==> config.mk <==
export PLATFORM = sky130hd
export DESIGN_NAME = hdmi_rx_channel
export DESIGN_NICKNAME = d
export VERILOG_FILES = /design/src/rtl/hdmi_rx_channel.sv
export SDC_FILE = /design/constraint.sdc
export NUM_CORES = 1
export LEC_CHECK = 0
export BUFFER_PORTS_ARGS = -buffer_cell sky130_fd_sc_hd__buf_2
export CAP_MARGIN = 20
export CELL_PAD_IN_SITES_DETAIL_PLACEMENT = 0
export CELL_PAD_IN_SITES_GLOBAL_PLACEMENT = 1
export CORE_ASPECT_RATIO = 1.4
export CORE_MARGIN = 4
export CORE_UTILIZATION = 40
export CTS_BUF_LIST = sky130_fd_sc_hd__clkbuf_16
export CTS_CLUSTER_DIAMETER = 50
export DETAILED_ROUTE_END_ITERATION = 6
export GPL_TIMING_DRIVEN = 0
export PLACE_DENSITY = 0.79
export SLEW_MARGIN = 20
export SYNTH_ARGS = -nofsm -noshare
export SYNTH_HDL_FRONTEND = slang
export SYNTH_SLANG_ARGS = --single-unit
==> constraint.sdc <==
create_clock -name rx_clk -period 2.2 [get_ports rx_clk]
set_clock_uncertainty 0.2 [all_clocks]
set_input_delay 0 -clock rx_clk [delete_from_list [all_inputs] [get_ports rx_clk]]
set_output_delay 0 -clock rx_clk [all_outputs]
set_load 0.03 [all_outputs]
==> src/rtl/hdmi_rx_channel.sv <==
// hdmi_rx_channel: one TMDS receive channel.
// Classifies and decodes 10-bit TMDS words and hunts for word alignment
// using runs of control tokens, pulsing rx_bitslip at the deserializer
// until a stable run pattern is seen.
// The stream has no backpressure: a word is accepted every rx_clk cycle
// and rx_dv alone qualifies rx_data.
// Optional feature: define HDMI_RX_SLIPCNT_EN to add the 16-bit saturating
// rx_slip_cnt output that counts rx_bitslip pulses.
module hdmi_rx_channel #(
    parameter int TIMEOUT   = 4096,
    parameter int RUN_LEN   = 8,
    parameter int LOCK_RUNS = 4,
    parameter int SLIP_WAIT = 16
) (
    input  logic        rx_clk,
    input  logic        rst,
    input  logic [9:0]  rx_raw,
    output logic        rx_bitslip,
    output logic [7:0]  rx_data,
    output logic [1:0]  rx_c,
    output logic        rx_dv,
    output logic        rx_locked,
`ifdef HDMI_RX_SLIPCNT_EN
    output logic [15:0] rx_slip_cnt,
`endif
    output logic [1:0]  dbg_state_o
);

    localparam int TW = (TIMEOUT > 1) ? $clog2(TIMEOUT) : 1;
    localparam int RW = $clog2(RUN_LEN + 1);
    localparam int LW = $clog2(LOCK_RUNS + 1);
    localparam int WW = (SLIP_WAIT > 1) ? $clog2(SLIP_WAIT) : 1;

    localparam logic [TW-1:0] TMO_LAST  = TW'(TIMEOUT - 1);
    localparam logic [RW-1:0] RUN_FULL  = RW'(RUN_LEN);
    localparam logic [RW-1:0] RUN_LAST  = RW'(RUN_LEN - 1);
    localparam logic [LW-1:0] LOCK_LAST = LW'(LOCK_RUNS - 1);
    localparam logic [WW-1:0] WAIT_LAST = WW'(SLIP_WAIT - 1);

    typedef enum logic [1:0] {
        SEARCH = 2'd0,
        SLIP   = 2'd1,
        WAIT   = 2'd2,
        LOCKED = 2'd3
    } state_t;

    state_t state_q, state_d;

    // Stage 1 registers
    logic [9:0] s1_raw_q;
    logic       s1_ctrl_q;
    logic [1:0] s1_cval_q;

    // Stage 2 (output) registers
    logic [7:0] data_q;
    logic [1:0] c_q;
    logic       dv_q;

    // Alignment counters
    logic [RW-1:0] run_q, run_d, run_next;
    logic [LW-1:0] lock_q, lock_d;
    logic [TW-1:0] tmo_q, tmo_d;
    logic [WW-1:0] wait_q, wait_d;
    logic          run_event;

    // Combinational token classification of the incoming word
    logic       raw_ctrl;
    logic [1:0] raw_cval;
    logic [7:0] dec_q;

    // Classify rx_raw as one of the four control tokens or a data word
    always_comb begin
        raw_ctrl = 1'b1;
        raw_cval = 2'b00;
        case (rx_raw)
            10'b1101010100: raw_cval = 2'b00;
            10'b0010101011: raw_cval = 2'b01;
            10'b0101010100: raw_cval = 2'b10;
            10'b1010101011: raw_cval = 2'b11;
            default:        raw_ctrl = 1'b0;
        endcase
    end

    // Stage 1: capture the raw word together with its classification
    always_ff @(posedge rx_clk) begin
        if (rst) begin
            s1_raw_q  <= 10'd0;
            s1_ctrl_q <= 1'b0;
            s1_cval_q <= 2'b00;
        end else begin
            s1_raw_q  <= rx_raw;
            s1_ctrl_q <= raw_ctrl;
            s1_cval_q <= raw_cval;
        end
    end

    // TMDS data decode of the stage-1 word (undo inversion, then XOR/XNOR chain)
    always_comb begin
        logic [7:0] d;
        d        = s1_raw_q[9] ? ~s1_raw_q[7:0] : s1_raw_q[7:0];
        dec_q    = 8'd0;
        dec_q[0] = d[0];
        for (int i = 1; i < 8; i++) begin
            dec_q[i] = s1_raw_q[8] ? (d[i] ^ d[i-1]) : ~(d[i] ^ d[i-1]);
        end
    end

    // Stage 2: tokens update rx_c; data is only passed while aligned
    always_ff @(posedge rx_clk) begin
        if (rst) begin
            data_q <= 8'd0;
            c_q    <= 2'b00;
            dv_q   <= 1'b0;
        end else if (s1_ctrl_q) begin
            data_q <= 8'd0;
            c_q    <= s1_cval_q;
            dv_q   <= 1'b0;
        end else if (state_q == LOCKED) begin
            data_q <= dec_q;
            dv_q   <= 1'b1;
        end else begin
            data_q <= 8'd0;
            dv_q   <= 1'b0;
        end
    end

    // FSM and counter registers
    always_ff @(posedge rx_clk) begin
        if (rst) begin
            state_q <= SEARCH;
            run_q   <= '0;
            lock_q  <= '0;
            tmo_q   <= '0;
            wait_q  <= '0;
        end else begin
            state_q <= state_d;
            run_q   <= run_d;
            lock_q  <= lock_d;
            tmo_q   <= tmo_d;
            wait_q  <= wait_d;
        end
    end

    // Next-state logic: run qualification, lock counting, timeout and slip sequencing
    always_comb begin
        state_d = state_q;
        run_d   = run_q;
        lock_d  = lock_q;
        tmo_d   = tmo_q;
        wait_d  = wait_q;

        // Saturating run of consecutive tokens; the event fires only on the
        // step into RUN_LEN, so a long run of tokens counts once.
        if (s1_ctrl_q) begin
            run_next = (run_q == RUN_FULL) ? run_q : run_q + RW'(1);
        end else begin
            run_next = '0;
        end
        run_event = s1_ctrl_q && (run_q == RUN_LAST);

        case (state_q)
            SEARCH: begin
                run_d = run_next;
                if (run_event) begin
                    // A qualified run wins over a coincident timeout
                    tmo_d  = '0;
                    lock_d = lock_q + LW'(1);
                    if (lock_q == LOCK_LAST) begin
                        state_d = LOCKED;
                    end
                end else if (tmo_q == TMO_LAST) begin
                    state_d = SLIP;
                end else begin
                    tmo_d = tmo_q + TW'(1);
                end
            end
            SLIP: begin
                run_d   = '0;
                lock_d  = '0;
                tmo_d   = '0;
                wait_d  = '0;
                state_d = WAIT;
            end
            WAIT: begin
                // The deserializer output is unsettled here; keep the run empty
                run_d = '0;
                if (wait_q == WAIT_LAST) begin
                    wait_d  = '0;
                    state_d = SEARCH;
                end else begin
                    wait_d = wait_q + WW'(1);
                end
            end
            LOCKED: begin
                run_d = run_next;
                if (run_event) begin
                    tmo_d = '0;
                end else if (tmo_q == TMO_LAST) begin
                    // Lost lock: restart the search without shifting alignment
                    state_d = SEARCH;
                    run_d   = '0;
                    lock_d  = '0;
                    tmo_d   = '0;
                end else begin
                    tmo_d = tmo_q + TW'(1);
                end
            end
            default: state_d = SEARCH;
        endcase
    end

`ifdef HDMI_RX_SLIPCNT_EN
    logic [15:0] slip_cnt_q;

    // Saturating count of bitslip pulses issued since reset
    always_ff @(posedge rx_clk) begin
        if (rst) begin
            slip_cnt_q <= 16'd0;
        end else if (rx_bitslip && (slip_cnt_q != 16'hFFFF)) begin
            slip_cnt_q <= slip_cnt_q + 16'd1;
        end
    end

    assign rx_slip_cnt = slip_cnt_q;
`endif

    assign rx_bitslip  = (state_q == SLIP);
    assign rx_locked   = (state_q == LOCKED);
    assign rx_data     = data_q;
    assign rx_c        = c_q;
    assign rx_dv       = dv_q;
    assign dbg_state_o = state_q;

endmodule
==> impl_metrics.toml, run 1 <==
[run_status]
outcome = "completed"

[drt]
ant_nets = 0
first_pass_iters = 4
wl_per_cell_um = 13.3
vias = 1980
drt_iter0_drc = 100
wl_um = 4960
drc = 0
via_per_inst = 5.31

[cts]
clkTransAtPathRegs_ps = 70
ctsHtreeMaxLevel = 2
numCtsBuffers = 5
cts_tree = "built"
root_buffer = "clkbuf_16"
insertion_delay_ps = 290
clock_path_buffers = 2
clock-sinks = 49

[die]
start_util = 0.418
die-area_um2 = 7170
io_pins = 27
core_area_um2 = 5610
die_h_um = 98.6
row_count = 32
die_x_um = 72.7

[final_layout]
postLayoutCoreUtil = 0.518
final_cells = 373
final_common_cell = "dfxtp_1"
diodes = 0
nNetsFinal = 326
final_cell_area_um2 = 2900
drive_gt1_frac = 0.226
final_cell_mix = "dfxtp_1 (40), buf_2 (29), nor2_1 (21), a21oi_1 (21)"
syn2layout_area_growth_pct = 23.7
fillers = 535

[power_and_ir_drop]
ir_drop_mv = 0.394
p_per_area_nw_per_um2 = 709
total_power_mw = 2.06
leakagePower_nw = 1.09

[logic_synthesis]
ys_seq_area_frac = 0.418
ys.flop_type = "dfxtp_1"
ys_ff_latch = 49
synthTopCellsByArea = "dfxtp_1 (42%), ha_1 (5.3%), xnor2_1 (4.9%), a21oi_1 (4.7%), nor2b_1 (3.5%)"
syn_avg_cell_area_um2 = 8.98
synth_area_leader_cell = "dfxtp_1"
syn_nets = 283
synthArstFlopShare = 0
yosysWarnings = 0
yosysUniqueCellTypes = 52
yosys.area.top_type_share = 0.418
synthCells = 261
synth_area_um2 = 2340
synth_enable_flop_cells = 0

[placement]
gp_congestion = 0.780
placed_cell_area_um2 = 2560
place_hpwl_um = 3530
dpl_worst_slack_ps = -143
port_buffers = 25
dpl.cell_count = 354

[global_routing]
antenna_found_initial = 0
track_usage = 0.144
first_global_vias = 1842
grt_pass1_wl_um = 8370
grt_max_degree = 19
overflow = 0

[timing]
tightest_slew_ps = 654
period_needed_ps = 2150
tns_ps = 0
drv_slew = 0
setup_slack_ps = 53.7
hold_violations = 0
max-slew-margin-rel = 0.562
fmax_mhz = 466
setup_viol = 0
fin_crit_sh = 0.976
rsz0062_at_grt = "true"
whs_ps = 275

[setup_path]
cp-start-kind = "flip-flop"
crit_path_end_kind = "flip-flop"
path_class = "flip-flop to flip-flop"
path_max_fanout = 4
cp.arrival_ps = 2130
critPathRequiredTime_ps = 2180

[job]
cap_violations = 0

[min_path]
hold_path_class = "flip-flop to flip-flop"
power by group:
group,switching (mW),leakage [nW],internal [mW]
clock network,0.356,0.0763,0.436
registers,0.0307,0.403,0.924
logic,0.172,0.612,0.138
final timing paths:
check	start	endpoint	slack (ps)	cells past startpoint
max	run_q[0]	lock_q[1]	50	5
min reg2reg	s1_cval_q[0]	rx_c[0]	280	2
max reg2reg	run_q[0]	lock_q[1]	50	5
min	s1_cval_q[0]	rx_c[0]	280	2
synthesized netlist by cell type (4+ instances only):
cell / instances
a21oi_1: 22
buf_2: 4
clkbuf_1: 11
dfxtp_1: 49
ha_1: 10
inv_1: 11
nand2_1: 11
nand3_1: 13
nor2_1: 21
nor2b_1: 13
o21ai_0: 12
or3_1: 9
or4_1: 5
xnor2_1: 13
cell type report:
cell class | instances | area [um2] | share of cell area
well taps | 68 | 85.1 | 0.0293
plain buffers | 12 | 52.6 | 0.0181
multi-input cells | 186 | 1310 | 0.453
repair buffers | 39 | 263 | 0.0906
clock buffers | 5 | 125 | 0.0431
clock inverters | 3 | 28.8 | 0.00992
inverters | 11 | 41.3 | 0.0142
flip-flops and latches | 49 | 992 | 0.342
kinds of logic (layout without fill, tap and decap cells):
kind of cell	Yosys count	in the layout	share of synthesized area
compound gates	56	56	0.153
xor+xnor	14	14	0.0523
fa+ha+maj	10	10	0.0534
buf+inv	26	70	0.0438
flops	49	49	0.418
mux	3	3	0.0133
simple gates	103	103	0.266
flip-flops by register name, indices dropped and copies added, names as in the netlist, 2 cells and up:
| signal | cells |
|---|---|
| s1_cval_q | 2 |
| rx_data | 8 |
| dbg_state_o | 2 |
| tmo_q | 12 |
| lock_q | 3 |
| s1_raw_q | 10 |
| wait_q | 4 |
| rx_c | 2 |
| run_q | 4 |
timing repair:
item,CTS,global route
endpoints found under the hold margin,13,0
setup buffers,0,1
endpoints found under the setup margin,16,18
pin swaps,0,3
hold buffers,13,0
gates resized for setup,3,18
routing by layer:
metal	vias up	global-route usage	routed length, um
met4	0	0.0710	124
li1	1020	-	-
met3	11	0.0214	160
met5	-	0	0
met2	29	0.254	2590
met1	920	0.164	2090
worst max-delay path, cell delays in order, from the launching register on:
cell     delay, ps
dfxtp_2        340
ha_4           170
and4b_4        200
or4_4          520
o311a_1        380
a22o_1         230
(Power assumes the default switching activity.)
==> inputs of run 2 (changes only) <==
BUFFER_PORTS_ARGS = -buffer_cell sky130_fd_sc_hd__buf_4   (was -buffer_cell sky130_fd_sc_hd__buf_2)
CORE_UTILIZATION = 44   (was 40)
PLACE_DENSITY = 0.83   (was 0.79)
SETUP_SLACK_MARGIN = 0.2   (was default)
clock period = 2.05 ns   (was 2.2 ns; I/O delays follow)
==> run 2 against run 1 <==
Worst setup slack worse by 3.5 ps. Clock power is 22% higher. Sequential share of layout area is 3.3 points lower. Highest routed layer unchanged. Total power is 19% higher. Non-clock buffer count is 14 higher. Wire length is 6.9% higher. Final cell count is 3.2% higher. Die area is 8.2% lower. Combinational power is 45% higher.
==> impl_metrics.toml, run 2 (synthesized netlist as in run 1, its figures left out) <==
[power_and_ir_drop]
ir_drop_mv = 0.559
total_power_mw = 2.45
p_per_area_nw_per_um2 = 749
leakagePower_nw = 1.23

[placement]
port_buffers = 25
dpl_worst_slack_ps = -89.6
gp_congestion = 0.733
place_hpwl_um = 3610

[final_layout]
largest_reg_flops = 12
drive_gt1_frac = 0.320
nNetsFinal = 340
final_common_cell = "buf_4"
diodes = 0
final_cell_mix = "buf_4 (38), dfxtp_1 (35), nor2_1 (20), a21oi_1 (20)"
syn2layout_area_growth_pct = 39.3
max_flop_register = "tmo_q"
fillers = 462

[timing]
rsz0062_at_grt = "true"
hold_violations = 0
period_needed_ps = 2000
drv_slew = 0
whs_ps = 269
fin_crit_sh = 0.976
tightest_slew_ps = 510
setup_slack_ps = 50.2
fmax_mhz = 500
max-slew-margin-rel = 0.660
setup_viol = 0

[cts]
root_buffer = "clkbuf_16"
ctsHtreeMaxLevel = 2
insertion_delay_ps = 290
clock-sinks = 49
numCtsBuffers = 5
clock_path_buffers = 2
cts_tree = "built"
clkTransAtPathRegs_ps = 70

[setup_path]
path_max_fanout = 4
ff2ff_setup_slack_ps = 50
critPathRequiredTime_ps = 2030
cp-start-kind = "flip-flop"
crit_path_end_kind = "flip-flop"
cp.arrival_ps = 1980
path_class = "flip-flop to flip-flop"

[global_routing]
track_usage = 0.165
first_global_vias = 1992
grt_max_degree = 18
overflow = 0
grt_pass1_wl_um = 8840
antenna_found_initial = 0

[job]
cap_violations = 0

[drt]
first_pass_iters = 4
wl_um = 5300
wl_per_cell_um = 13.8
via_per_inst = 5.38
drt_iter0_drc = 111
ant_nets = 0
vias = 2072
drc = 0

[die]
start_util = 0.455
row_count = 31
die_x_um = 69.7
die-area_um2 = 6580
die_h_um = 94.4
core_area_um2 = 5160
io_pins = 27

[run_status]
outcome = "completed"

[min_path]
hold_path_class = "input port to flip-flop"
==> run 2: repair_timing <==
action                     4_1_cts  5_1_grt
pin swaps                        3        2
setup buffers                    7        5
hold endpoints to repair        13        0
hold buffers                    13        0
setup endpoints to repair       21       26
resized for setup               12       33
==> run 2: worst max-delay path: stages, from the launching register on <==
cell	delay, ps
dfxtp_2	350
ha_4	160
nand3_2	80
or4_4	560
o311a_1	320
a22o_1	210
==> run 2: layout make-up <==
class | count | area (um2) | area share
buffer | 15 | 110 | 0.0337
clock buffer | 5 | 125 | 0.0383
tap | 66 | 82.6 | 0.0253
multi-input combinational | 186 | 1430 | 0.439
timing repair buffer | 50 | 408 | 0.125
clock inverter | 3 | 50.0 | 0.0153
sequential | 49 | 1010 | 0.309
inverter | 11 | 47.5 | 0.0146
==> run 2: final timing paths <==
kind | endpoint | from | cells past startpoint
max | lock_q[2] | tmo_q[0] | 5
min | s1_raw_q[5] | rx_raw[5] | 3
max reg2reg | lock_q[2] | tmo_q[0] | 5
min reg2reg | rx_c[0] | s1_cval_q[0] | 2
==> run 2: per-stage QoR <==
step	instances	util	cell area [um2]	setup TNS (ps)
after floorplan	261	-	2460	0
after global placement	352	0.528	2730	-984
after detailed placement	352	0.528	2730	-1030
after CTS	380	0.606	3120	0
after global routing	385	0.633	3270	-5.76
final	385	0.633	3270	0
==> run 2: report_power, final <==
group          switching (mW)  internal (mW)
Sequential             0.0427          0.993
Clock                   0.376          0.586
Combinational           0.216          0.233
==> run 2: layer usage <==
| layer | routed length, um | global-route usage | vias to the layer above |
|---|---|---|---|
| met1 | 2090 | 0.172 | 981 |
| met5 | 0 | 0 | - |
| li1 | - | - | 1052 |
| met3 | 169 | 0.0256 | 6 |
| met2 | 2970 | 0.334 | 33 |
| met4 | 68 | 0.0527 | 0 |
==> inputs of run 3 (changes only) <==
CELL_PAD_IN_SITES_DETAIL_PLACEMENT = 1   (was 0)
CORE_UTILIZATION = 46   (was 44)
CTS_BUF_LIST = sky130_fd_sc_hd__clkbuf_4 sky130_fd_sc_hd__clkbuf_8   (was sky130_fd_sc_hd__clkbuf_16)
PLACE_DENSITY = 0.86   (was 0.83)
==> run 3 against run 2 <==
The flow now finishes with violations (negative setup slack). Core utilization up 6.7 points. Die area down 3.9%. Critical path depth up 2. Sequential cell count unchanged. Fmax down 7.2%. Non-clock buffer count up 11. Wire length up 86%. Clock power down 36%. Hold slack better by 25 ps. Total power down 8.8%. Global-route usage up 12 points. Final cell count up 2.9%. Critical path type unchanged. Largest cell class unchanged.
==> impl_metrics.toml, run 3 (synthesized netlist as in run 1, its figures left out) <==
[run_status]
outcome = "complete, but fails checks"
violations = "negative setup slack"

[power_and_ir_drop]
leakagePower_nw = 1.27
p_per_area_nw_per_um2 = 653
ir_drop_mv = 0.612

[cts]
root_buffer = "clkbuf_8"
clock_path_buffers = 2
numCtsBuffers = 5
cts_tree = "built"
clock-sinks = 49
insertion_delay_ps = 320
ctsHtreeMaxLevel = 2
clkTransAtPathRegs_ps = 100

[die]
start_util = 0.481
core_area_um2 = 4880
row_count = 30
io_pins = 27
die-area_um2 = 6320
die_h_um = 92.5
die_x_um = 68.3

[timing]
tightest_slew_ps = 637
period_needed_ps = 2150
max-slew-margin-rel = 0.575
hold_violations = 0
drv_slew = 0
setup_viol = 6
fin_crit_sh = 1.05
setup_slack_ps = -104
fmax_mhz = 464
rsz0062_at_grt = "true"

[setup_path]
cpPeakStageDelay_ps = 490
cp-start-kind = "flip-flop"
path_class = "flip-flop to flip-flop"
path_cells = "ha_4 > and4b_4 > nor4_4 > buf_6 > buf_4 > or4b_4 > a21oi_2"
cp.buffers_inverters = 2
cp.arrival_ps = 2190
critPathRequiredTime_ps = 2090
cp_slowest_cell = "or4b_4"
path_max_fanout = 7
crit_family = "simple AND/OR/NAND/NOR gates"
crit_path_end_kind = "flip-flop"

[placement]
place_hpwl_um = 4320
dpl_worst_slack_ps = -227
gp_congestion = 0.727
port_buffers = 25
dpl.cell_count = 350

[final_layout]
final_cell_mix = "buf_4 (45), dfxtp_1 (34), nor2_1 (17)"
final_common_cell = "buf_4"
nNetsFinal = 352
syn2layout_area_growth_pct = 45.8
final_cells = 396
fillers = 523
largest_reg_flops = 12
drive_gt1_frac = 0.399
postLayoutCoreUtil = 0.701
max_flop_register = "tmo_q"

[min_path]
hold_path_class = "input port to flip-flop"

[global_routing]
first_global_vias = 2522
grt_pass1_wl_um = 13200
overflow = 0
track_usage = 0.283
antenna_found_initial = 1
grt_max_degree = 18

[drt]
drt_iter0_drc = 231
drc = 0
wl_per_cell_um = 24.9
wl_um = 9840
first_pass_iters = 5
ant_nets = 0
vias = 2467
via_per_inst = 6.23

[job]
cap_violations = 0
==> run 3: cell count changes in the layout (fill, tap and decap cells not counted), moves of 3 or more <==
cell	previous run	this run
a21oi_1	20	14
a21oi_2	1	7
buf_4	38	45
buf_6	1	6
clkbuf_16	5	0
clkbuf_8	1	6
nor2_1	20	17
o21ai_0	10	4
o21ai_1	0	5
or4_1	4	1
or4_4	2	5
==> run 3: final cells by class <==
class / count / area, um2 / area share
repair buffers: 61 / 502 / 0.147
plain buffers: 15 / 133 / 0.0388
flip-flops and latches: 49 / 1010 / 0.295
diodes: 1 / 2.50 / 0.000732
inverters: 11 / 50.0 / 0.0146
multi-input cells: 187 / 1550 / 0.452
well taps: 64 / 80.1 / 0.0234
clock inverters: 3 / 26.3 / 0.00769
clock buffers: 5 / 68.8 / 0.0201
==> run 3: power breakdown <==
part	total, mW	internal (mW)	switching, mW	leakage [nW]
combinational	0.561	0.261	0.300	0.816
clock	0.618	0.249	0.369	0.0423
sequential	1.05	0.998	0.0557	0.406
==> run 3: repair_timing <==
action	CTS	global route
pin swaps	8	13
hold buffers	13	0
endpoints found under the hold margin	13	0
setup endpoints to repair	22	31
setup buffers	15	6
gates resized for setup	34	52
gates cloned	3	0
==> run 3: metal layers <==
| metal | GRT usage | wire length (um) | share of wire | vias to the layer above |
|---|---|---|---|---|
| li1 | - | - | - | 1082 |
| met1 | 0.303 | 3600 | 0.37 | 1211 |
| met2 | 0.506 | 5010 | 0.51 | 124 |
| met3 | 0.0558 | 631 | 0.064 | 50 |
| met4 | 0.139 | 607 | 0.062 | 0 |
| met5 | 0 | 0 | 0 | - |
==> run 3: per-stage QoR <==
stage	setup TNS, ps	total power, mW	cell area [um2]	hold slack (ps)
final	-308	2.23	3420	294
after global routing	-696	2.31	3420	284
after CTS	0	2.12	3220	255
after detailed placement	-1930	1.43	2720	41.3
after global placement	-913	1.41	2720	32.2
after floorplan	0	1.32	2460	-71.8
==> run 3: path summary, 6_finish.rpt <==
kind | from | end | slack (ps) | depth (start not counted)
min reg2reg | lock_q[2] | lock_q[2] | 300 | 1
max | run_q[1] | tmo_q[10] | -100 | 7
min | rx_raw[1] | s1_raw_q[1] | 290 | 3
max reg2reg | run_q[1] | tmo_q[10] | -100 | 7
==> run 3: tightest hold or removal path: stages <==
cell,delay (ps)
dlygate4sd3_1,550
buf_4,120
nor2b_1,110
